$ cat src/rtl/serial_alu_ctrl.sv
// Bit-serial ALU sequencer: drives a one-bit slice LSB first for WIDTH cycles,
// chaining carry through a register, then presents the assembled result and flags.
module serial_alu_ctrl #(
  parameter int WIDTH = 8
) (
  input  logic             clk,
  input  logic             reset,
  input  logic             start,
  input  logic [WIDTH-1:0] a,
  input  logic [WIDTH-1:0] b,
  input  logic [2:0]       op,
  output logic             busy,
  output logic             done,
  output logic [WIDTH-1:0] result,
  output logic             zero,
  output logic             cout,
  output logic             overflow
);

  localparam int CW = (WIDTH > 2) ? $clog2(WIDTH) : 1;
  localparam logic [CW-1:0] LAST = CW'(WIDTH - 1);

  typedef enum logic [1:0] {
    IDLE = 2'd0,
    RUN  = 2'd1,
    DONE = 2'd2
  } state_t;

  state_t           state_r;
  logic [CW-1:0]    cnt_r;
  logic             carry_r;
  logic [WIDTH-1:0] a_r;
  logic [WIDTH-1:0] b_r;
  logic [2:0]       op_r;
  logic [WIDTH-2:0] shift_r;

  logic [1:0]       slice_s;
  logic [WIDTH-1:0] shifted_s;
  logic [WIDTH-1:0] res_next_s;
  logic             last_s;

  // One-bit ALU slice; returns {carry_out, selected_output}
  function automatic logic [1:0] alu_slice(input logic ai, input logic bi,
                                           input logic ci, input logic [2:0] opc);
    logic bb;
    logic out;
    bb = bi ^ opc[2];
    case (opc[1:0])
      2'b00:   out = ai & bb;
      2'b01:   out = ai | bb;
      default: out = ai ^ bb ^ ci;
    endcase
    return {(ai & bb) | (ai & ci) | (bb & ci), out};
  endfunction

  // Slice evaluation for the current bit and the candidate final result
  always_comb begin
    slice_s   = alu_slice(a_r[cnt_r], b_r[cnt_r], carry_r, op_r);
    shifted_s = {slice_s[0], shift_r};
    last_s    = (cnt_r == LAST);
    if (op_r[1:0] == 2'b11) begin
      // SLT takes the raw MSB sum, without overflow correction
      res_next_s = {{(WIDTH-1){1'b0}}, slice_s[0]};
    end else begin
      res_next_s = shifted_s;
    end
  end

  // Sequencer FSM with registered outputs; results hold until the next DONE
  always_ff @(posedge clk) begin
    if (reset) begin
      state_r  <= IDLE;
      cnt_r    <= '0;
      carry_r  <= 1'b0;
      a_r      <= '0;
      b_r      <= '0;
      op_r     <= 3'b000;
      shift_r  <= '0;
      busy     <= 1'b0;
      done     <= 1'b0;
      result   <= '0;
      zero     <= 1'b1;
      cout     <= 1'b0;
      overflow <= 1'b0;
    end else begin
      case (state_r)
        IDLE, DONE: begin
          done <= 1'b0;
          if (start) begin
            a_r     <= a;
            b_r     <= b;
            op_r    <= op;
            cnt_r   <= '0;
            carry_r <= op[2];
            busy    <= 1'b1;
            state_r <= RUN;
          end else begin
            state_r <= IDLE;
          end
        end
        RUN: begin
          shift_r <= shifted_s[WIDTH-1:1];
          carry_r <= slice_s[1];
          if (last_s) begin
            state_r  <= DONE;
            busy     <= 1'b0;
            done     <= 1'b1;
            result   <= res_next_s;
            zero     <= (res_next_s == '0);
            cout     <= op_r[1] & slice_s[1];
            overflow <= op_r[1] & (carry_r ^ slice_s[1]);
          end else begin
            cnt_r <= cnt_r + CW'(1);
          end
        end
        default: begin
          state_r <= IDLE;
          busy    <= 1'b0;
          done    <= 1'b0;
        end
      endcase
    end
  end

endmodule

$ cat config.mk
export PLATFORM = sky130hd
export DESIGN_NAME = serial_alu_ctrl
export DESIGN_NICKNAME = d
export VERILOG_FILES = /design/src/rtl/serial_alu_ctrl.sv
export SDC_FILE = /design/constraint.sdc
export NUM_CORES = 1
export LEC_CHECK = 0
export BUFFER_PORTS_ARGS = -buffer_cell sky130_fd_sc_hd__buf_2
export CAP_MARGIN = 20
export CORE_MARGIN = 2
export CORE_UTILIZATION = 49
export CTS_CLUSTER_DIAMETER = 40
export DETAILED_ROUTE_END_ITERATION = 6
export GPL_ROUTABILITY_DRIVEN = 0
export PLACE_DENSITY = 0.72
export REMOVE_ABC_BUFFERS = 1
export SYNTH_ARGS = -nofsm -noshare
export SYNTH_HDL_FRONTEND = slang
export SYNTH_SLANG_ARGS = --single-unit
$ cat constraint.sdc
create_clock -name clk -period 5.48 [get_ports clk]
set_input_delay 0.822 -clock clk [delete_from_list [all_inputs] [get_ports clk]]
set_output_delay 0.822 -clock clk [all_outputs]
set_load 0.05 [all_outputs]
==> reports/metrics.cfg <==
[outcome]
status = finished, final reports clean

[yosys]
synth_edf_count = 0
seq_area_frac_synth_pct = 47.3
yosysMostFrequentCell = nand2_1
syn_avg_cell_area_um2 = 8.58
synth.distinct_cells = 33
synth_top_cell_by_area = dfxtp_1
ys_top_cells_by_count = nand2_1 (63), dfxtp_1 (45), a21oi_1 (39)
ys_ff_latch = 45
syn_inst = 222
yosysWarnings = 0
synth_area_leaders = dfxtp_1 (47%), nand2_1 (12%), a21oi_1 (10%)
synth_top_flop_cell = dfxtp_1
async_flop_share_pct = 0
synth_area_um2 = 1910
synth.top_cell.area_share_pct = 47.3

[worst_setup_path]
ff2ff_path_depth = 7
crit_start = cnt_r[0]
crit_required_ps = 5620
cp_max_fo = 7
r2r_start = cnt_r[0]
end_kind = flip-flop
worstSetupStartpointType = flip-flop
arrival_ps = 2910
crit_type = reg -> reg

[route]
drc = 0
drt_iter0_markers = 114
antenna_left = 0
routed_wl_mm = 3.57
wl_per_cell_um = 12.0
first_pass_iters = 5
avgViaCountPerCell = 5.17
vias = 1536

[timing]
timing.final.crit_share_pct = 50.6
max-slew-margin-rel_pct = 42.5
setup_viol = 0
skew_ps = 4.66
setup_tns_ps = 0
rsz0062_at_grt = false
hold_viol = 0
fmax_ghz = 0.361
maxSlewViolCount = 0
period_needed_ps = 2770
worst_slew_pin_slew_ps = 863

[finish]
nets = 276
drive_gt1_share_pct = 18.1
synthToLayoutAreaGrowth_pct = 13.4
n_antenna_cell = 0

[die]
start_util_pct = 51.7
dieArea_um2 = 4400
core_area_um2 = 3690
die_w_um = 66.4
io_pins = 35
dieHeight_um = 66.4
row_count = 22

[grt]
antenna_found_initial = 0
grt_max_degree = 46
grt_pass1_vias = 1409
grt_usage_pct = 18.2
grt-ovfl-total = 0
grt_first_pass_wirelength_mm = 6.15

[min_path]
hp-start = result[3]
hp-class = reg -> reg
holdPathStages = 2

[power]
leakagePower_nw = 0.878
power_per_cell_area_nw_per_um2 = 287
power_mw = 0.619
internal_power_mw = 0.468
pwr-share-seq_pct = 56.6
switching_share_pct = 24.5
vdd_drop_max_mv = 0.200
pwr-share-comb_pct = 10.7
power.share.clock_pct = 32.7
power_switching_mw = 0.152

[clock_tree]
cts_buffers = 5
worstSkewPairLatency_ps = 290
cts_setup_buffers = 0
cts.path.max_buffers = 2
cts_sinks = 45
clockRootBuffer = clkbuf_8
htree_levels = 2
cts_tree = yes
clkTransAtPathRegs_ps = 80
cts_hold_buf = 0
postCtsResizedCells = 0

[placed_design]
dp_hpwl_mm = 2.48
io_buffers = 34

[job]
drv_cap = 0

[sequential cells by signal, summed over array words and instances, names as in the netlist]
name	count
carry_r	1
op_r	3
done	1
busy	1
zero	1
shift_r	7
result	8
b_r	8
cout	1
cnt_r	3
overflow	1
state_r	2
a_r	8
[cells in the final DEF, fill, tap and decap left out, types with 3 or more instances in the layout]
cell      Yosys  routed
mux4_1        4       4
clkbuf_8      0       6
dfxtp_1      45      45
ha_1          4       4
buf_2         4      34
nand2b_1      3       3
a21oi_1      39      39
nor2_1        8       8
nand3_1      11      11
nand2_1      63      63
[final cells by class]
class / count / area, µm²
fill: 361 / 1530
multi-input combinational: 161 / 932
sequential: 45 / 901
timing repair buffer: 35 / 178
clock buffer: 7 / 86.3
tap: 48 / 60.1
inverter: 1 / 3.75
[per-layer routing]
layer / track usage, % / routed length, µm / vias up / share of wire [%]
met3: 5.28 / 158 / 7 / 4.4
met5: 0 / 0 / - / 0
met2: 30.3 / 1680 / 33 / 47
met1: 22.3 / 1690 / 688 / 47
met4: 6.63 / 44 / 0 / 1.2
li1: - / - / 808 / -
[logic make-up (layout without fill, tap and decap cells)]
logic type | after synthesis | after routing | synth area share, %
compound gates | 51 | 51 | 15.0
flops | 45 | 45 | 47.3
fa+ha+maj | 5 | 5 | 3.68
buf+inv | 16 | 43 | 3.81
xor+xnor | 3 | 3 | 1.38
simple gates | 95 | 95 | 21.5
mux | 7 | 7 | 7.35
[power groups by stage]
| stage | Clock (mW) | Combinational, mW | Sequential [mW] |
|---|---|---|---|
| global placement | 0 | 0.0649 | 0.358 |
| CTS | 0.207 | 0.0666 | 0.350 |
| global route | 0.224 | 0.0759 | 0.352 |
| floorplan | 0 | 0.0420 | 0.357 |
| detailed placement | 0 | 0.0660 | 0.358 |
| finish | 0.203 | 0.0661 | 0.350 |
[final timing paths]
kind	endpoint	slack, ps
max	result[7]	2710
min	result[3]	450
max reg2reg	result[7]	2710
min reg2reg	result[3]	450
[critical path: stages (launching register included)]
cell	delay [ps]
dfxtp_1	470
mux4_1	610
mux2i_2	230
xnor2_1	190
fa_1	510
mux2_2	290
o21ai_0	210
a211oi_1	110
[through the flow]
stage	instances	utilization [%]	setup slack, ps	area, µm²	hold WS (ps)
final	297	58.6	2710	2160	451
after global routing	297	58.6	2570	2160	472
after CTS	297	58.6	2690	2160	455
after detailed placement	290	56.2	2710	2070	446
after global placement	290	56.2	2790	2070	434
after floorplan	207	-	2920	1840	425
Note: power is estimated with default switching activity, not from simulation.
